==> src/rtl/alu_seq_pkg.sv <==
// Shared types and constants for the ALU operand sequencer.
package alu_seq_pkg;

  typedef enum logic [1:0] {
    GET_A = 2'd0,
    GET_B = 2'd1,
    EXEC  = 2'd2,
    HOLD  = 2'd3
  } seq_state_e;

  localparam int unsigned FLAG_W   = 4;
  localparam int unsigned FLAG_N   = 3;
  localparam int unsigned FLAG_Z   = 2;
  localparam int unsigned FLAG_C   = 1;
  localparam int unsigned FLAG_V   = 0;
  localparam int unsigned CNT_W    = 4;
  localparam int unsigned OPCNT_W  = 8;

endpackage

==> src/rtl/alu_op_sequencer_operand_reg.sv <==
// Load-enabled DATA_W-wide register used for operand A, operand B and the result.
module operand_reg #(
  parameter int unsigned DATA_W = 8
) (
  input  logic              clk,
  input  logic              reset,
  input  logic              load,
  input  logic [DATA_W-1:0] d,
  output logic [DATA_W-1:0] q
);

  logic [DATA_W-1:0] data_q;
  logic [DATA_W-1:0] data_d;

  always_comb begin
    data_d = data_q;
    if (load) data_d = d;
  end

  always_ff @(posedge clk or posedge reset) begin
    if (reset) data_q <= '0;
    else       data_q <= data_d;
  end

  assign q = data_q;

endmodule

==> src/rtl/alu_op_sequencer.sv <==
// Captures A, then B+opcode, holds them at the ALU for EXEC_CYCLES, then offers the result.
// Optional accumulator chaining is enabled with ALU_SEQ_CHAIN_EN.
module alu_op_sequencer #(
  parameter int unsigned DATA_W      = 8,
  parameter int unsigned OP_W        = 3,
  parameter int unsigned EXEC_CYCLES = 1
) (
  input  logic              clk,
  input  logic              reset,
  input  logic              abort,
  input  logic              in_valid,
  output logic              in_ready,
  input  logic [DATA_W-1:0] in_data,
  input  logic [OP_W-1:0]   in_op,
`ifdef ALU_SEQ_CHAIN_EN
  input  logic              in_chain,
`endif
  output logic [DATA_W-1:0] alu_a,
  output logic [DATA_W-1:0] alu_b,
  output logic [OP_W-1:0]   alu_op,
  input  logic [DATA_W-1:0] alu_result,
  input  logic [3:0]        alu_flags,
  output logic              res_valid,
  input  logic              res_ready,
  output logic [DATA_W-1:0] res_data,
  output logic [3:0]        res_flags,
  output logic              busy,
  output logic [7:0]        op_count
);

  import alu_seq_pkg::*;

  seq_state_e          state_q, state_d;
  logic [CNT_W-1:0]    cnt_q, cnt_d;
  logic                res_valid_q, res_valid_d;
  logic [OPCNT_W-1:0]  op_count_q, op_count_d;
  logic [OP_W-1:0]     op_q, op_d;
  logic [FLAG_W-1:0]   flags_q, flags_d;
  logic                load_a, load_b, load_res;
  logic [DATA_W-1:0]   a_src;
  logic                in_hs;

  assign in_ready = ((state_q == GET_A) || (state_q == GET_B)) && !reset;
  assign in_hs    = in_valid && in_ready;

  // Next state and register-load decisions; abort overrides any handshake.
  always_comb begin
    state_d     = state_q;
    cnt_d       = cnt_q;
    res_valid_d = res_valid_q;
    op_count_d  = op_count_q;
    op_d        = op_q;
    flags_d     = flags_q;
    load_a      = 1'b0;
    load_b      = 1'b0;
    load_res    = 1'b0;
    a_src       = in_data;
    if (abort) begin
      state_d     = GET_A;
      res_valid_d = 1'b0;
      cnt_d       = '0;
    end else begin
      case (state_q)
        GET_A: begin
          if (in_hs) begin
            load_a  = 1'b1;
            state_d = GET_B;
          end
        end
        GET_B: begin
          if (in_hs) begin
            load_b  = 1'b1;
            op_d    = in_op;
            cnt_d   = CNT_W'(EXEC_CYCLES - 1);
            state_d = EXEC;
          end
        end
        EXEC: begin
          if (cnt_q != '0) begin
            cnt_d = cnt_q - CNT_W'(1);
          end else begin
            load_res    = 1'b1;
            flags_d     = alu_flags;
            res_valid_d = 1'b1;
            state_d     = HOLD;
          end
        end
        HOLD: begin
          if (res_valid_q && res_ready) begin
            res_valid_d = 1'b0;
            op_count_d  = op_count_q + OPCNT_W'(1);
            state_d     = GET_A;
`ifdef ALU_SEQ_CHAIN_EN
            // Accumulator chaining: the accepted result becomes the next operand A.
            if (in_chain) begin
              load_a  = 1'b1;
              a_src   = res_data;
              state_d = GET_B;
            end
`endif
          end
        end
        default: state_d = GET_A;
      endcase
    end
  end

  always_ff @(posedge clk or posedge reset) begin
    if (reset) begin
      state_q     <= GET_A;
      cnt_q       <= '0;
      res_valid_q <= 1'b0;
      op_count_q  <= '0;
      op_q        <= '0;
      flags_q     <= '0;
    end else begin
      state_q     <= state_d;
      cnt_q       <= cnt_d;
      res_valid_q <= res_valid_d;
      op_count_q  <= op_count_d;
      op_q        <= op_d;
      flags_q     <= flags_d;
    end
  end

  operand_reg #(.DATA_W(DATA_W)) u_reg_a (
    .clk(clk), .reset(reset), .load(load_a), .d(a_src), .q(alu_a)
  );

  operand_reg #(.DATA_W(DATA_W)) u_reg_b (
    .clk(clk), .reset(reset), .load(load_b), .d(in_data), .q(alu_b)
  );

  operand_reg #(.DATA_W(DATA_W)) u_reg_res (
    .clk(clk), .reset(reset), .load(load_res), .d(alu_result), .q(res_data)
  );

  assign alu_op    = op_q;
  assign res_flags = flags_q;
  assign res_valid = res_valid_q;
  assign op_count  = op_count_q;
  assign busy      = (state_q == EXEC) || (state_q == HOLD);

endmodule

==> config.mk <==
export PLATFORM = sky130hd
export DESIGN_NAME = alu_op_sequencer
export DESIGN_NICKNAME = d
export VERILOG_FILES = /design/src/rtl/alu_seq_pkg.sv /design/src/rtl/alu_op_sequencer_operand_reg.sv /design/src/rtl/alu_op_sequencer.sv
export SDC_FILE = /design/constraint.sdc
export NUM_CORES = 1
export LEC_CHECK = 0
export CAP_MARGIN = 10
export CORE_UTILIZATION = 28
export CTS_BUF_LIST = sky130_fd_sc_hd__clkbuf_2 sky130_fd_sc_hd__clkbuf_4 sky130_fd_sc_hd__clkbuf_8
export CTS_CLUSTER_DIAMETER = 80
export DETAILED_ROUTE_END_ITERATION = 8
export GPL_TIMING_DRIVEN = 0
export PLACE_DENSITY_LB_ADDON = 0.2
export RECOVER_POWER = 100
export SYNTH_ARGS = -nofsm -noshare
export SYNTH_HDL_FRONTEND = slang
export SYNTH_HIERARCHICAL = 1
export SYNTH_SLANG_ARGS = --single-unit
==> constraint.sdc <==
create_clock -name clk -period 2 [get_ports clk]
set_input_delay 0.3 -clock clk [delete_from_list [all_inputs] [get_ports clk]]
set_output_delay 0.3 -clock clk [all_outputs]
set_load 0.01 [all_outputs]
# After elaboration in Yosys (flattened, before gate mapping)
# Cells that the tools add are included.
# totals
ff_bits	46
# classes
n_eq_ne	8
bitwise	2
reduce_logical	16
add_sub_neg	2
muxes	22
# ops
op	count
3-bit != test (second input constant)	5
3-bit AND reduction	5
4-bit two-way mux	3
1-bit two-way mux	11
2-bit two-way mux	5
8-bit by 1-bit adder with 8-bit output (second input constant)	1
2-bit one-hot mux with 4 select lines	1
4-bit one-hot mux with 2 select lines	1
3-bit nonzero test	2
2-bit equality test (second input constant)	2
4-bit AND reduction	1
4-bit nonzero test	1
4-bit by 1-bit subtractor with 4-bit output (second input constant)	1
1-bit logical AND	3
2-bit by 1-bit equality test with 1-bit output (second input constant)	1
2-bit logical NOT	1
1-bit logical OR	2
1-bit inverter	2
1-bit one-hot mux with 2 select lines	1
1-bit logical NOT	1

# Depth between registers and ports, before layout
# logic_depth
depth_word	7
mapped_depth	7
depth_no_buf	6

# Modules after synthesis
# The synthesis kept the hierarchy.
# modules_own_cells
mod	instances	seq_area_each_um2	cells_per_inst	area_each_um2
alu_op_sequencer	1	550.5	109	1217.4
operand_reg	3	200.2	18	335.3

# Least setup slack after synthesis
# No wires, ideal clock.
# synth_path
kind	reg2reg
start	register cnt_q[0]
end	register u_reg_res.data_q[0] (netlist: u_reg_res/q[0])
slack_ns	0.191
path_buffers	2
t_arrival_ns	1.684
setup_time_ns	0.125
period_less_slack_ns	1.809
stages_incl_launch_ff	8
required_ns	1.875
cell_sequence	dfrtp_1 -> inv_1 -> ha_1 -> nor3b_4 -> and3b_1 -> buf_6 -> buf_6 -> mux2_4
# synth_via
elab_chain_cells	4
# synth_lines
item	line	rtl
from (decl)	alu_op_sequencer.sv:34	logic [CNT_W-1:0] cnt_q, cnt_d;
from (signal assigned)	alu_op_sequencer.sv:118	cnt_q <= cnt_d;
4-bit nonzero test	alu_op_sequencer.sv:79	if (cnt_q != '0) begin
1-bit two-way mux	alu_op_sequencer.sv:79	
1-bit two-way mux	alu_op_sequencer.sv:63	case (state_q)
1-bit two-way mux	alu_op_sequencer.sv:58	if (abort) begin
named net load_res	alu_op_sequencer.sv:39	logic load_a, load_b, load_res;
to (signal assigned)	alu_op_sequencer_operand_reg.sv:22	else data_q <= data_d;
to (decl)	alu_op_sequencer_operand_reg.sv:12	logic [DATA_W-1:0] data_q;
# The timed path passes the listed nets, and every way through them passes these cells.
# A chain may end at the register's enable or synchronous reset.

# Worst setup path after layout
# layout_path
start	register state_q[0]
end	output port busy
# layout_via
elab_chain_cells	2
# layout_lines
item	line	rtl
from (decl)	alu_op_sequencer.sv:33	seq_state_e state_q, state_d;
from (signal assigned)	alu_op_sequencer.sv:117	state_q <= state_d;
2-bit equality test	alu_op_sequencer.sv:142	assign busy = (state_q == EXEC) || (state_q == HOLD);
1-bit logical OR *	alu_op_sequencer.sv:142	
to (decl)	alu_op_sequencer.sv:27	output logic busy,
# Mark *: on every way between the ends. The rest lies on a longest branch, timed or not.

==> metrics.csv <==
stage,metric,value,unit
outcome,status,finished clean,
sta,period utilisation layout,93.1,%
routing,vias after detailed routing,1500,
power_and_ir_drop,Internal Dissipation,0.00249,W
sta,setup repair after global routing missed its margin,no,
routing,post-detailed-route DRC marker count,0,
worst_setup_path,critical path peak fanout,9,
cts,TritonCTS clock tree,yes,
sta,Final Max Tran Viols,0,
floorplan,effective utilization at floorplan,28.9,%
floorplan,horizontal extent of the die,91.1,um
floorplan,Die Y,91.1,um
routing,"antenna viol nets, final",0,
floorplan,floorplan die area,8300,um2
sta,smallest setup slack after layout,138,ps
power_and_ir_drop,switching power share of the total,29.6,%
synth,post-synth net total,197,
power_and_ir_drop,power density over the cells,1160,nW/um2
worst_setup_path,endpoint type of the worst setup path,primary output,
power_and_ir_drop,switching power,0.00105,W
sta,number of failing hold endpoints at the final stage,0,
routing,Initial DRT Pass Iterations,4,
synth,Post-Syn Area,2220,um2
final_layout,synthesis-to-layout area growth,37.0,%
cts,insertion delay of the later-clocked pin in the worst-skew pair,290,ps
power_and_ir_drop,Total Power Consumption,0.00354,W
routing,First DRT Iteration DRCs,40,
synth,share of flip-flops with an asynchronous set or reset after synthesis,100,%
final_layout,ANT cells,0,
synth,number of different library cells in the post-synthesis netlist,37,
global_route,residual overflow from global routing,0,
floorplan,core region area,7690,um2
global_route,number of global-route vias before repair,1503,
final_layout,most frequent standard cell in the layout excluding fill and tap cells,sky130_fd_sc_hd__dfrtp_1,
worst_setup_path,Crit Path Class,flip-flop to primary output,
cts,sink count of the clock tree,46,
cts,Root Driver,sky130_fd_sc_hd__clkbuf_8,
synth,sequential share of the synthesized area,51.8,%
power_and_ir_drop,sequential group share of total power,40.4,%
synth,"EDFF count, synth",0,
job,number of max-cap violations,0,
placed_design,sum of net half-perimeters after detailed placement,3240,um
cts,register clock-pin slew on the reported worst setup and hold paths,90,ps
synth,count of mapped cells out of synthesis,163,
sta,transition time of the tightest slew-check pin,863,ps
placed_design,final weighted congestion in routability-driven placement,0.728,
cts,Bufs on Longest Clock Path,2,
global_route,GRT Total Usage,11.8,%
routing,detailed-route wire length per cell,12.9,um
floorplan,Top Ports,70,
sta,endpoints failing setup,0,
worst_hold_path,path type of the worst min-delay path,input pin to asynchronous set/reset pin,
sta,slew margin rel.,42.4,%
power_and_ir_drop,clock share of power,20.0,%
global_route,wire length of the first global-routing pass,7600,um
final_layout,share of cells above drive strength 1,12.0,%
floorplan,Site Rows,32,
synth,Post-synth top flop,sky130_fd_sc_hd__dfrtp_1,
placed_design,pre-CTS worst setup slack,-134,ps
worst_setup_path,flop-to-flop setup slack,150,ps
worst_setup_path,crit path DAT,1560,ps
sta,Worst Skew,6.94,ps
synth,number of warnings printed during yosys synthesis,6,
final_layout,most frequent cells in the layout,"46 x sky130_fd_sc_hd__dfrtp_1, 40 x sky130_fd_sc_hd__dlygate4sd3_1, 27 x sky130_fd_sc_hd__clkdlybuf4s50_1",
placed_design,I/O Buffers,69,
power_and_ir_drop,combinational fraction of design power,39.6,%
cts,number of levels the H-tree was split into,2,
power_and_ir_drop,highest ir drop seen on vdd,270,uV
global_route,number of antenna violations at the first check in global routing,0,
global_route,largest net degree at the start of global routing,23,
sta,highest clock frequency the design can meet,537,MHz
sta,worst hold-check slack,456,ps
worst_setup_path,r2r endpoint,u_reg_res/q[3],
synth,mean instance size in the synthesized netlist,13.6,um2
sta,minimum clock period after layout,1860,ps
final_layout,Nets,275,
worst_setup_path,worst reg-to-reg path cell count,7,
power_and_ir_drop,static leakage,1.40,nW
synth,register bit total from synthesis,46,
worst_setup_path,crit start category,flip-flop,
worst_setup_path,required arrival time at the worst endpoint,1700,ps
cts,cts bufs inserted,5,
cts,cts-stage hold buffer count,0,
worst_setup_path,startpoint of the lowest-slack register-to-register path,cnt_q[0],
final_layout,end-of-flow core utilization,39.6,%
routing,final wirelength,4430,um
routing,DR vias/cell,4.36,
-- per-stage QoR --
step | instance area (um2) | TNS (ps) | instances
floorplan | 2220 | 0 | 163
global placement | 3040 | -904 | 334
detailed placement | 3040 | -1320 | 334
CTS | 3170 | 0 | 344
global route | 3050 | 0 | 344
finish | 3050 | 0 | 344
-- registers in the layout, summed over array words and instances, names as in the netlist --
signal and count:
u_reg_res/q 8, res_valid 1, op_count 8, u_reg_b/q 8, u_reg_a/q 8, alu_op 3, cnt_q 4, res_flags 4
state_q 2
-- power by group through the flow --
stage	Clock (W)	Combinational (W)	Sequential (W)
6_report	0.000708	0.00140	0.00143
5_1_grt	0.000764	0.00152	0.00149
4_1_cts	0.000743	0.00177	0.00147
3_5_place_dp	0	0.00175	0.00148
3_3_place_gp	0	0.00175	0.00148
2_1_floorplan	0	0.000730	0.00163
-- layout make-up --
type | instances | area [um2]
plain buffers | 7 | 58.8
clock buffers | 7 | 83.8
clock inverters | 1 | 30.0
fillers | 794 | 4640
inverters | 9 | 33.8
multi-input cells | 101 | 867
flip-flops and latches | 46 | 1150
well taps | 102 | 128
repair buffers | 71 | 694
-- how the worst max path moves through the flow --
stage / start / endpoint / slack, ps / cells after the start
2_1_floorplan: cnt_q[0] / u_reg_res/q[0] / 190 / 7
3_3_place_gp: reset / u_reg_b/q[7] / -120 / 6
3_5_place_dp: reset / u_reg_b/q[1] / -130 / 6
4_1_cts: state_q[0] / busy / 3 / 5
5_1_grt: state_q[0] / busy / 40 / 5
6_report: state_q[0] / busy / 140 / 5
-- kinds of logic (layout without fill, tap and decap cells) --
logic type                 count (synthesis)  count (layout)  synth area share (%)
AOI/OAI and AO/OA                         13              13                  3.88
xor gates and xnor gates                   7               7                  2.76
adders and majority gates                  6               6                  3.38
buffers and inverters                     16              95                  4.45
DFF                                       46              46                  51.8
muxes                                     33              33                  21.3
and+or+nand+nor                           42              42                  12.4
-- cell usage after synthesis, types with 3 or more instances --
master | count | area [um2]
sky130_fd_sc_hd__and3b_1 | 3 | 26.3
sky130_fd_sc_hd__mux2_4 | 28 | 420
sky130_fd_sc_hd__ha_1 | 6 | 75.1
sky130_fd_sc_hd__xor2_1 | 3 | 26.3
sky130_fd_sc_hd__dfrtp_1 | 46 | 1150
sky130_fd_sc_hd__nand2_1 | 12 | 45.0
sky130_fd_sc_hd__mux2_2 | 3 | 33.8
sky130_fd_sc_hd__nor2_1 | 8 | 30.0
sky130_fd_sc_hd__buf_6 | 5 | 56.3
sky130_fd_sc_hd__xnor2_1 | 4 | 35.0
sky130_fd_sc_hd__inv_1 | 9 | 33.8
sky130_fd_sc_hd__o21ai_0 | 4 | 20.0
-- worst max-delay path, stage by stage, from the launching register on --
cell and delay (ps):
sky130_fd_sc_hd__dfrtp_1 370, sky130_fd_sc_hd__inv_1 80, sky130_fd_sc_hd__ha_1 190, sky130_fd_sc_hd__clkbuf_2 180, sky130_fd_sc_hd__or2_2 330, sky130_fd_sc_hd__clkbuf_1 130
-- layer usage --
| layer | global-route usage [%] | up-vias | share of wire (%) |
|---|---|---|---|
| met5 | 0 | - | 0 |
| met4 | 3.97 | 0 | 1.5 |
| met3 | 3.35 | 7 | 5.7 |
| met2 | 15.6 | 54 | 41 |
| met1 | 18.0 | 726 | 52 |
| li1 | - | 713 | - |
-- what timing repair did --
item | in CTS | in global routing
cloned | 0 | 0
endpoints found under the hold margin | 0 | 0
resized for setup | 4 | 2
endpoints found under the setup margin | 10 | 1
setup buffers | 2 | 0
Note: power is estimated with default switching activity, not from simulation.
